`src/rtl/timer_pkg.sv`:
```
// Shared definitions for the match timer: per-channel match-control field layout.
package timer_pkg;

    localparam int unsigned MCR_W    = 3;
    localparam int unsigned MCR_INT  = 0;
    localparam int unsigned MCR_RST  = 1;
    localparam int unsigned MCR_STOP = 2;

endpackage

```
`src/rtl/match_channel.sv`:
```
// One match channel: compares TC on tick cycles, emits rst/stop actions, owns its sticky ir flag.
module match_channel
    import timer_pkg::*;
#(
    parameter int unsigned CNT_W = 32
) (
    input  logic             clk,
    input  logic             reset,
    input  logic [CNT_W-1:0] tc_i,
    input  logic [CNT_W-1:0] mr_i,
    input  logic [MCR_W-1:0] mcr_i,
    input  logic             tick_i,
    input  logic             ir_clr_i,
    output logic             match_rst_c,
    output logic             match_stop_c,
    output logic             ir_o
);

    logic hit_c;
    logic ir_d;
    logic ir_q;

    assign hit_c        = tick_i && (tc_i == mr_i);
    assign match_rst_c  = hit_c && mcr_i[MCR_RST];
    assign match_stop_c = hit_c && mcr_i[MCR_STOP];

    // Set beats clear when both land in the same cycle.
    always_comb begin
        ir_d = ir_q;
        if (ir_clr_i) ir_d = 1'b0;
        if (hit_c && mcr_i[MCR_INT]) ir_d = 1'b1;
    end

    always_ff @(posedge clk or posedge reset) begin
        if (reset) ir_q <= 1'b0;
        else       ir_q <= ir_d;
    end

    assign ir_o = ir_q;

endmodule

```
`src/rtl/match_timer_n.sv`:
```
// Prescaled match timer with NUM_MATCH channels, sticky interrupt/overflow flags and run control.
module match_timer_n
    import timer_pkg::*;
#(
    parameter int unsigned CNT_W     = 32,
    parameter int unsigned NUM_MATCH = 4
) (
    input  logic                       clk,
    input  logic                       reset,
    input  logic                       start,
    input  logic                       stop,
    input  logic                       ctr_clr,
    input  logic [CNT_W-1:0]           pr_val,
    input  logic [NUM_MATCH*CNT_W-1:0] mr_val,
    input  logic [NUM_MATCH*MCR_W-1:0] mcr,
    input  logic [NUM_MATCH-1:0]       ir_clr,
    input  logic                       ovf_clr,
    output logic [CNT_W-1:0]           tc,
    output logic [CNT_W-1:0]           pc,
    output logic [NUM_MATCH-1:0]       ir,
    output logic                       ovf,
    output logic                       irq,
    output logic                       running
);

    logic [CNT_W-1:0]     tc_q, tc_d;
    logic [CNT_W-1:0]     pc_q, pc_d;
    logic                 running_q, running_d;
    logic                 ovf_q, ovf_d;
    logic                 tick_c;
    logic                 any_rst_c;
    logic                 any_stop_c;
    logic                 wrap_c;
    logic [NUM_MATCH-1:0] rst_v;
    logic [NUM_MATCH-1:0] stop_v;
    logic [NUM_MATCH-1:0] ir_v;

    assign tick_c = running_q && (pc_q == pr_val);

    for (genvar n = 0; n < NUM_MATCH; n++) begin : g_ch
        match_channel #(.CNT_W(CNT_W)) u_ch (
            .clk         (clk),
            .reset       (reset),
            .tc_i        (tc_q),
            .mr_i        (mr_val[n*CNT_W +: CNT_W]),
            .mcr_i       (mcr[n*MCR_W +: MCR_W]),
            .tick_i      (tick_c),
            .ir_clr_i    (ir_clr[n]),
            .match_rst_c (rst_v[n]),
            .match_stop_c(stop_v[n]),
            .ir_o        (ir_v[n])
        );
    end

    assign any_rst_c  = |rst_v;
    assign any_stop_c = |stop_v;
    // Only a natural all-ones -> 0 increment counts as overflow; match-reset and ctr_clr do not.
    assign wrap_c     = tick_c && !any_rst_c && !ctr_clr && (tc_q == {CNT_W{1'b1}});

    always_comb begin
        tc_d      = tc_q;
        pc_d      = pc_q;
        running_d = running_q;
        ovf_d     = ovf_q;

        if (running_q) begin
            if (tick_c) pc_d = '0;
            else        pc_d = pc_q + CNT_W'(1);
        end
        if (tick_c) begin
            if (any_rst_c) tc_d = '0;
            else           tc_d = tc_q + CNT_W'(1);
        end
        if (ctr_clr) begin
            tc_d = '0;
            pc_d = '0;
        end

        if (stop || any_stop_c) running_d = 1'b0;
        else if (start)         running_d = 1'b1;

        if (ovf_clr) ovf_d = 1'b0;
        if (wrap_c)  ovf_d = 1'b1;
    end

    always_ff @(posedge clk or posedge reset) begin
        if (reset) begin
            tc_q      <= '0;
            pc_q      <= '0;
            running_q <= 1'b0;
            ovf_q     <= 1'b0;
        end else begin
            tc_q      <= tc_d;
            pc_q      <= pc_d;
            running_q <= running_d;
            ovf_q     <= ovf_d;
        end
    end

    assign tc      = tc_q;
    assign pc      = pc_q;
    assign ir      = ir_v;
    assign ovf     = ovf_q;
    assign running = running_q;
    assign irq     = (|ir_v) | ovf_q;

endmodule

```
`config.mk`:
```
export PLATFORM = sky130hd
export DESIGN_NAME = match_timer_n
export DESIGN_NICKNAME = d
export VERILOG_FILES = /design/src/rtl/timer_pkg.sv /design/src/rtl/match_channel.sv /design/src/rtl/match_timer_n.sv
export SDC_FILE = /design/constraint.sdc
export NUM_CORES = 1
export LEC_CHECK = 0
export CAP_MARGIN = 20
export CORE_AREA = 2 2 119 121
export CTS_CLUSTER_DIAMETER = 40
export DETAILED_ROUTE_END_ITERATION = 16
export DIE_AREA = 0 0 121 123
export PLACE_DENSITY = 0.82
export RECOVER_POWER = 100
export SYNTH_ARGS = -nofsm -noshare
export SYNTH_HDL_FRONTEND = slang
export SYNTH_SLANG_ARGS = --single-unit
```
`constraint.sdc`:
```
create_clock -name clk -period 3.1 [get_ports clk]
set_input_delay 0.62 -clock clk [delete_from_list [all_inputs] [get_ports clk]]
set_output_delay 0.62 -clock clk [all_outputs]
set_load 0.05 [all_outputs]
```
==> results of run 1 <==
[synthesized netlist by cell type (7+ instances only)]
cell type / number
xnor2_1: 146
dfrtp_1: 70
nand2_1: 59
nor2_1: 55
nand4_1: 49
xor2_1: 46
nand3_1: 39
nor4_1: 22
o21ai_0: 20
inv_1: 18
a31oi_1: 16
buf_2: 15
clkbuf_1: 14
clkbuf_8: 12
o211ai_1: 11
and3_1: 9
buf_4: 8
and2_1: 7
mux2i_1: 7
nor3_1: 7
[through the flow]
stage | area, µm² | hold WS, ns | power, W | util [%] | setup WS [ns]
after floorplan | 5890 | 0.524 | 0.00109 | - | 0.598
after global placement | 8560 | 0.540 | 0.00139 | 62.9 | 0.0927
after detailed placement | 8560 | 0.570 | 0.00139 | 62.9 | 0.0397
after CTS | 8860 | 0.576 | 0.00243 | 65.1 | 0.382
after global routing | 8860 | 0.604 | 0.00249 | 65.1 | 0.0934
final | 8860 | 0.566 | 0.00242 | 65.1 | 0.129
[registers in the layout, indices dropped and copies added (netlist names)]
signal,count
g_ch.u_ch.ir_o,4
ovf,1
tc,32
pc,32
running,1
[final timing paths]
path                                     end  cells after the start
setup / recovery                       tc[2]                     10
hold / removal             g_ch[0].u_ch.ir_o                      2
setup reg to reg                       tc[2]                      9
hold reg to reg            g_ch[0].u_ch.ir_o                      2
max in group asynchronous              pc[6]                      2
min in group asynchronous             pc[29]                      2
[layer usage]
layer / wire [µm] / track usage (%) / up-vias
met1: 8330 / 33.5 / 2849
met5: 0 / 0 / -
met4: 821 / 13.2 / 0
li1: - / - / 2855
met3: 1790 / 5.12 / 59
met2: 11000 / 52.6 / 350
[area by class of cell]
| cell class | count | area, µm² |
|---|---|---|
| multi-input combinational | 544 | 3660 |
| timing repair buffer | 288 | 2850 |
| clock inverter | 3 | 42.5 |
| clock buffer | 13 | 260 |
| inverter | 18 | 67.6 |
| fill | 1121 | 4760 |
| tap | 180 | 225 |
| sequential | 70 | 1750 |
[cell families after synthesis]
family                     count (synthesis)  synth area share (%)
and+or+nand+nor                          278                  24.7
DFF                                       70                  29.7
xor gates and xnor gates                 192                  28.5
AOI/OAI and AO/OA                         65                  7.09
adders and majority gates                  2                 0.425
muxes                                      7                  1.19
buffers and inverters                     73                  8.28
[power breakdown]
part	switching, W	total [W]	leakage [nW]	internal, W
combinational	0.000161	0.000453	2.36	0.000292
clock	0.000382	0.00105	0.146	0.000666
sequential	0.00000663	0.000923	0.976	0.000917
[worst reg2reg max path: stages, from the launching register on]
cell and delay, ns:
dfrtp_1 0.56, xnor2_1 0.32, nand4_1 0.13, nor4_1 0.48, buf_4 0.20, nand2_1 0.07, o2111a_1 0.27, clkbuf_2 0.26
a31oi_1 0.22, mux2i_1 0.09
[placed cells by master (no fill, tap or decap), types with 3 or more instances in the layout]
master           instances
inv_1                   18
nor2_1                  55
clkbuf_16                9
clkdlybuf4s50_1        178
xnor2_1                146
o21ai_0                 20
dfrtp_1                 70
mux2i_1                  7
or3_1                    4
nor3_1                   7
nand4_1                 49
a21oi_1                  5
and3_1                   9
nand2_1                 60
and4_1                   3
nor2b_1                  4
buf_4                   30
nand3_1                 39
dlygate4sd3_1           74
xor2_1                  46
buf_12                   5
o211ai_1                11
o22ai_1                  4
a31oi_1                 15
nand2b_1                 5
and2_1                   7
nor4_1                  22
==> flow_summary.ini, run 1 <==
[run_status]
status = complete, but fails checks
violations = max-capacitance violations

[place]
dp_hpwl_mm = 17.2
gp_congestion = 0.905
dp_cells = 1100
portBuffers = 252

[synth]
synth_edf_count = 0
synthDistinctLibCells = 49
ys.warnings.count = 0
synth.yosys.seq_area_share_pct = 29.7
yosysTopAreaCell = dfrtp_1
avgSynthCellArea_um2 = 8.58
syn_inst = 687
synth-seq-cells = 70
syn_nets = 871
async_flop_share_pct = 100
syn-cell-area_mm2 = 0.00589
yosysTopAreaCellShare_pct = 29.7
synth_area_leaders = dfrtp_1 30%, xnor2_1 22%, xor2_1 6.8%
synth_flop_cell = dfrtp_1

[detailed_routing]
drt_wl_total_mm = 22.0
wire_per_inst_um = 19.7
dr_total_vias = 6113
drcViolationCount = 0
postRouteAntennaNets = 0
firstDrtPassIters = 5
drtIter0Drc = 615
viasPerCell = 5.48

[floorplan]
initial_core_util_pct = 43.3
row_count = 43
core_mm2 = 0.0136
die_w_um = 121
pin_count = 253
die_h_um = 123
die_area_mm2 = 0.0149

[cells_and_area]
antennaDiodeCount = 0
nNetsFinal = 1115
final_layout_size_suffix_gt1_share_pct = 6.41
syn_to_final_growth_pct = 50.3
final_cell_count_no_fill = 1116

[setup_path]
crit_family = buffers and inverters
crit_buf_inv = 3
cp_max_fo = 14
cp_slowest_cell = dlygate4sd3_1
cp_data_arrival_time_ns = 3.17
startpoint_type = input pin
timing.rr.start = tc[28]
critical_path_class = input pin to flop
cp.required_ns = 3.30
end_kind = flop
cp_cell_sequence = dlygate4sd3_1 -> xnor2_1 -> nand4_1 -> nor4_1 -> buf_4 -> nand2_1 -> o2111a_1 -> clkbuf_2 -> a31oi_1 -> mux2i_1
slowest_delay_ns = 0.54
r2r_setup_slack_ns = 0.37
crit_path_start = mr_val[76]

[timing]
fin_skew_ns = 0.00815
setup_viol = 0
slew_viol_final = 0
fin_crit_sh_pct = 95.9
min_period_ns = 2.97
rsz0062_at_grt = no
finalSetupTns_ns = 0
max-slew-margin-rel_pct = 0.750
max_slew.worst_pin.slew_ns = 1.49
hold_viol_final = 0
fmax_ghz = 0.337

[global_route]
grt_pass1_vias = 6115
grt-ovfl-total = 0
antenna_found_initial = 0
grtUsageTotal_pct = 29.1
grt_max_degree = 39
grt_pass1_wl_mm = 32.6

[power_and_ir_drop]
p_leak_nw = 3.48
power_density_mw_per_mm2 = 274
ir_drop_uv = 229

[cts]
postCtsHoldBufs = 0
clock_sinks = 70
cts_max_level = 3
cts_root_buffer = clkbuf_16
ctsResizeCount = 0
clk_pin_slew_ns = 0.06
postCtsSetupRepairBufs = 0
cts_buffer_depth = 2
insertion_delay_ns = 0.34
cts_buffers = 9
cts_tree = yes

[worst_hold_path]
hold_path_class = flop to flop
hold_start = g_ch[0].u_ch.ir_o

[job]
drv_cap = 1
No activity file was read; power rests on OpenSTA's default activity.
==> run 2: changes to the inputs <==
--- a/config.mk
+++ b/config.mk
@@ -12,6 +12,7 @@
 export DIE_AREA = 0 0 121 123
 export PLACE_DENSITY = 0.82
 export RECOVER_POWER = 100
+export REMOVE_ABC_BUFFERS = 1
 export SYNTH_ARGS = -nofsm -noshare
 export SYNTH_HDL_FRONTEND = slang
 export SYNTH_SLANG_ARGS = --single-unit
==> run 2 against run 1 <==
The flow now finishes without violations; first-iteration DRC count decreased by 16%; non-clock buffer count increased by 14; sequential share of layout area decreased by 0.29 points; via count increased by 1.1%; largest cell class unchanged; global-route usage decreased by 0.99 points; clock power increased by 9%; die area unchanged; sequential power about the same; count of clock-buffer cells in the layout decreased by 2; combinational power decreased by 1%; design area increased by 1.5%; setup slack improved by 0.077 ns.
==> flow_summary.ini, run 2 (same netlist as run 1, synthesis figures left out) <==
[run_status]
status = complete, no violations

[setup_path]
critical_path_class = input pin to flop
cp_max_fo = 6
cp_cell_sequence = dlygate4sd3_1 -> xor2_1 -> nor4_1 -> nand4_1 -> nor3_1 -> clkbuf_4 -> o2111a_1 -> nand2_2 -> clkbuf_2 -> o211ai_1
r2r_setup_slack_ns = 0.45
end_kind = flop
slowest_delay_ns = 0.55
startpoint_type = input pin
cp_data_arrival_time_ns = 3.14
cp_slowest_cell = dlygate4sd3_1
cp.required_ns = 3.35

[cts]
postCtsSetupRepairBufs = 0
postCtsHoldBufs = 0
clk_pin_slew_ns = 0.06
cts_root_buffer = clkbuf_16
clock_sinks = 70
cts_buffer_depth = 2
cts_buffers = 9
insertion_delay_ns = 0.33
cts_tree = yes
cts_max_level = 3
ctsResizeCount = 0

[cells_and_area]
final_cell_mix = 179 x clkdlybuf4s50_1, 146 x xnor2_1, 73 x dlygate4sd3_1
antennaDiodeCount = 0
layout_commonest_cell = clkdlybuf4s50_1
multi_input_area_mm2 = 0.00366
num-fill-cells = 1076
nNetsFinal = 1129
syn_to_final_growth_pct = 52.6
final_layout_size_suffix_gt1_share_pct = 8.00
regArea_mm2 = 0.00175
fin_util_pct = 66.0

[power_and_ir_drop]
power_density_mw_per_mm2 = 280
p_total_w = 0.00251
ir_drop_uv = 228
p_leak_nw = 3.57

[timing]
slew_viol_final = 0
finalSetupTns_ns = 0
fin_crit_sh_pct = 93.4
setup_viol = 0
fmax_ghz = 0.345
min_period_ns = 2.89
fin_skew_ns = 0.0112
max-slew-margin-rel_pct = 38.9
setup_ws_ns = 0.205
rsz0062_at_grt = no
max_slew.worst_pin.slew_ns = 0.917
hold_viol_final = 0

[detailed_routing]
dr_total_vias = 6179
viasPerCell = 5.47
drt_wl_total_mm = 21.0
firstDrtPassIters = 7
wire_per_inst_um = 18.6
postRouteAntennaNets = 0
drcViolationCount = 0
drtIter0Drc = 518

[worst_hold_path]
hold_path_class = flop to flop

[place]
gp_congestion = 0.895
dp_hpwl_mm = 16.7
portBuffers = 252
preCtsSetupSlack_ns = -0.0117

[global_route]
grt-ovfl-total = 0
grt_max_degree = 38
grt_pass1_wl_mm = 32.0
grt_pass1_vias = 6194
antenna_found_initial = 0
grtUsageTotal_pct = 28.1

[floorplan]
row_count = 43
initial_core_util_pct = 43.3
die_w_um = 121
core_mm2 = 0.0136
die_h_um = 123
die_area_mm2 = 0.0149
pin_count = 253

[job]
drv_cap = 0
-- run 2: changes by cell type in the layout (fill, tap and decap cells not counted), sizes merged --
cell	delta
clkbuf	+1
clkinv	+1
buf	+11
bufinv	+1
clkdlybuf4s50	+1
dlygate4sd3	-1
-- run 2: layout make-up --
cell class	count	area share [%]
Clock buffer	11	2.81
Sequential cell	70	19.5
Multi-Input combinational cell	544	40.7
Inverter	18	0.752
Timing Repair Buffer	302	32.8
Clock inverter	5	0.905
Tap cell	180	2.51
-- run 2: layer usage --
metal / share of wire (%) / track usage, % / up-vias
met2: 49 / 48.4 / 366
met3: 9.6 / 6.64 / 62
met4: 4.5 / 14.2 / 0
met1: 37 / 32.6 / 2883
li1: - / - / 2868
met5: 0 / 0 / -
-- run 2: metrics by stage --
stage	cells	cell area [µm²]	hold slack [ns]
finish	1130	8990	0.560
global route	1130	8990	0.601
CTS	1130	9020	0.564
detailed placement	1114	8690	0.551
global placement	1114	8690	0.531
floorplan	632	5470	0.683
-- run 2: critical path, delay by kind of cell --
kind,cells,cell delay (ns)
buf+inv,3,0.95
simple gates,4,0.91
xor+xnor,1,0.21
compound gates,2,0.46
-- run 2: worst paths after layout --
kind / end / cells past startpoint / startpoint
min in group asynchronous: tc[15] / 2 / reset
worst max-delay path: tc[29] / 10 / pr_val[22]
worst min-delay path: g_ch[2].u_ch.ir_o / 2 / g_ch[2].u_ch.ir_o
worst max register to register: tc[31] / 7 / tc[14]
max in group asynchronous: pc[30] / 3 / reset
worst min register to register: g_ch[2].u_ch.ir_o / 2 / g_ch[2].u_ch.ir_o
-- run 2: power breakdown --
part	switching [W]	internal, W	leakage, nW
sequential	0.00000629	0.000916	0.976
clock	0.000395	0.000748	0.162
combinational	0.000158	0.000290	2.43
total	0.000559	0.00195	3.57
==> run 3: changes to the inputs <==
--- a/config.mk
+++ b/config.mk
@@ -6,11 +6,11 @@
 export NUM_CORES = 1
 export LEC_CHECK = 0
 export CAP_MARGIN = 20
-export CORE_AREA = 2 2 119 121
+export CORE_AREA = 2 2 126 128
 export CTS_CLUSTER_DIAMETER = 40
 export DETAILED_ROUTE_END_ITERATION = 16
-export DIE_AREA = 0 0 121 123
-export PLACE_DENSITY = 0.82
+export DIE_AREA = 0 0 128 130
+export PLACE_DENSITY = 0.74
 export RECOVER_POWER = 100
 export REMOVE_ABC_BUFFERS = 1
 export SYNTH_ARGS = -nofsm -noshare
==> constraint.sdc (replaced) <==
create_clock -name clk -period 2.3 [get_ports clk]
set_input_delay 0.46 -clock clk [delete_from_list [all_inputs] [get_ports clk]]
set_output_delay 0.46 -clock clk [all_outputs]
set_load 0.05 [all_outputs]
==> run 3 against run 2 <==
Largest cell class unchanged; largest power group unchanged; clock skew fell by 0.0028 ns; combinational power rose by 66%; via count grew 11%; hold slack got worse by 0.0091 ns; wire length increased by 25%; first-iteration DRC count is 25% higher; the run now ends with negative setup slack left; non-clock buffer count up 109; core utilization rose by 4.8 points.
==> flow_summary.ini, run 3 (same netlist as run 1, synthesis figures left out) <==
[run_status]
status = complete, but fails checks
violations = negative setup slack

[floorplan]
die_w_um = 128
row_count = 46
initial_core_util_pct = 38.2
pin_count = 253
die_area_mm2 = 0.0166
core_mm2 = 0.0154
die_h_um = 130

[job]
drv_cap = 0

[cells_and_area]
layout_commonest_cell = clkdlybuf4s50_1
final_cell_mix = 186 x clkdlybuf4s50_1, 141 x buf_4, 135 x xnor2_1
final_layout_size_suffix_gt1_share_pct = 30.9
num-fill-cells = 1093
final_cell_count_no_fill = 1251
nNetsFinal = 1238
syn_to_final_growth_pct = 85.4
antennaDiodeCount = 0

[timing]
rsz0062_at_grt = yes
slew_viol_final = 0
fin_crit_sh_pct = 107
max_slew.worst_pin.slew_ns = 1.03
setup_viol = 48
hold_ws_ns = 0.551
max-slew-margin-rel_pct = 31.1
fmax_ghz = 0.404
hold_viol_final = 0
fin_skew_ns = 0.00839
setup_ws_ns = -0.172
min_period_ns = 2.47

[power_and_ir_drop]
p_leak_nw = 4.38
p_total_w = 0.00353
ir_drop_uv = 351
power_density_mw_per_mm2 = 323

[detailed_routing]
drcViolationCount = 0
wire_per_inst_um = 20.9
drtIter0Drc = 648
drt_wl_total_mm = 26.2
firstDrtPassIters = 6
postRouteAntennaNets = 0
viasPerCell = 5.47
dr_total_vias = 6844

[setup_path]
slowest_delay_ns = 0.42
end_kind = flop
cp_cell_sequence = xor2_2 -> nor4b_2 -> nand4_1 -> nor3_4 -> buf_4 -> o2111a_2 -> buf_12 -> nand2_8 -> buf_12 -> o211ai_1
startpoint_type = flop
cp_common_cell = buf_12
cp_slowest_cell = dfrtp_1
cp_max_fo = 6
cp_data_arrival_time_ns = 2.71
critical_path_class = flop to flop
cp.required_ns = 2.54

[worst_hold_path]
hold_path_class = flop to flop

[cts]
cts_buffer_depth = 2
cts_max_level = 3
cts_root_buffer = clkbuf_16
postCtsHoldBufs = 0
insertion_delay_ns = 0.35
cts_tree = yes
cts_buffers = 9
clk_pin_slew_ns = 0.06
clock_sinks = 70

[global_route]
grt_pass1_vias = 6799
grt_pass1_wl_mm = 36.4
grt-ovfl-total = 0
grt_max_degree = 71
grtUsageTotal_pct = 29.0
antenna_found_initial = 0

[place]
dp_cells = 1206
portBuffers = 252
dp_hpwl_mm = 18.8
gp_congestion = 1.01
run 3: worst max-delay path, delay by kind of cell, from the launching register on:
family                 cells  cell delay (ns)
flip-flops                 1             0.42
XOR/XNOR                   1             0.20
AO/OA/AOI/OAI              2             0.43
AND/OR/NAND/NOR            4             0.86
buffers and inverters      3             0.46
run 3: worst paths after layout:
| kind | depth (start not counted) | from | slack, ns | endpoint |
|---|---|---|---|---|
| worst max-delay path | 10 | pc[1] | -0.17 | tc[27] |
| worst min-delay path | 2 | ovf | 0.55 | ovf |
| worst max register to register | 10 | pc[1] | -0.17 | tc[27] |
| worst min register to register | 2 | ovf | 0.55 | ovf |
| max in group asynchronous | 3 | reset | 0.66 | running |
| min in group asynchronous | 3 | reset | 0.92 | tc[16] |
run 3: cell type report:
class | instances | area (µm²) | area share [%]
Clock inverter | 6 | 85.1 | 0.779
Multi-Input combinational cell | 544 | 4460 | 40.9
Sequential cell | 70 | 1770 | 16.2
Clock buffer | 10 | 239 | 2.19
Tap cell | 192 | 240 | 2.20
Inverter | 18 | 67.6 | 0.619
Timing Repair Buffer | 411 | 4060 | 37.2
run 3: repair_timing:
action / 4_1_cts / 5_1_grt
pin swaps: 28 / 58
buffers inserted: 6 / 14
gates resized for setup: 59 / 153
cloned: 4 / 7
endpoints found under the setup margin: 68 / 70
run 3: through the flow:
stage	setup TNS [ns]	instance area (µm²)	utilization [%]	setup slack, ns
5_1_grt	-5.66	10900	70.8	-0.224
4_1_cts	-3.13	10000	65.0	-0.117
3_3_place_gp	-40.69	9320	60.4	-0.704
3_5_place_dp	-41.52	9320	60.4	-0.703
6_report	-2.75	10900	70.8	-0.172
2_1_floorplan	-43.70	5470	-	-1.19
run 3: routing by layer:
layer	track usage [%]	wire length, µm	up-vias
met5	0	0	-
met4	14.0	1330	0
met3	6.03	2200	92
met2	52.2	13200	438
met1	32.9	9400	3228
li1	-	-	3086
run 3: where the power goes:
| part | switching (W) | leakage, nW | internal, W |
|---|---|---|---|
| sequential | 0.00000689 | 0.958 | 0.00124 |
| clock | 0.000573 | 0.154 | 0.000975 |
| combinational | 0.000289 | 3.26 | 0.000453 |
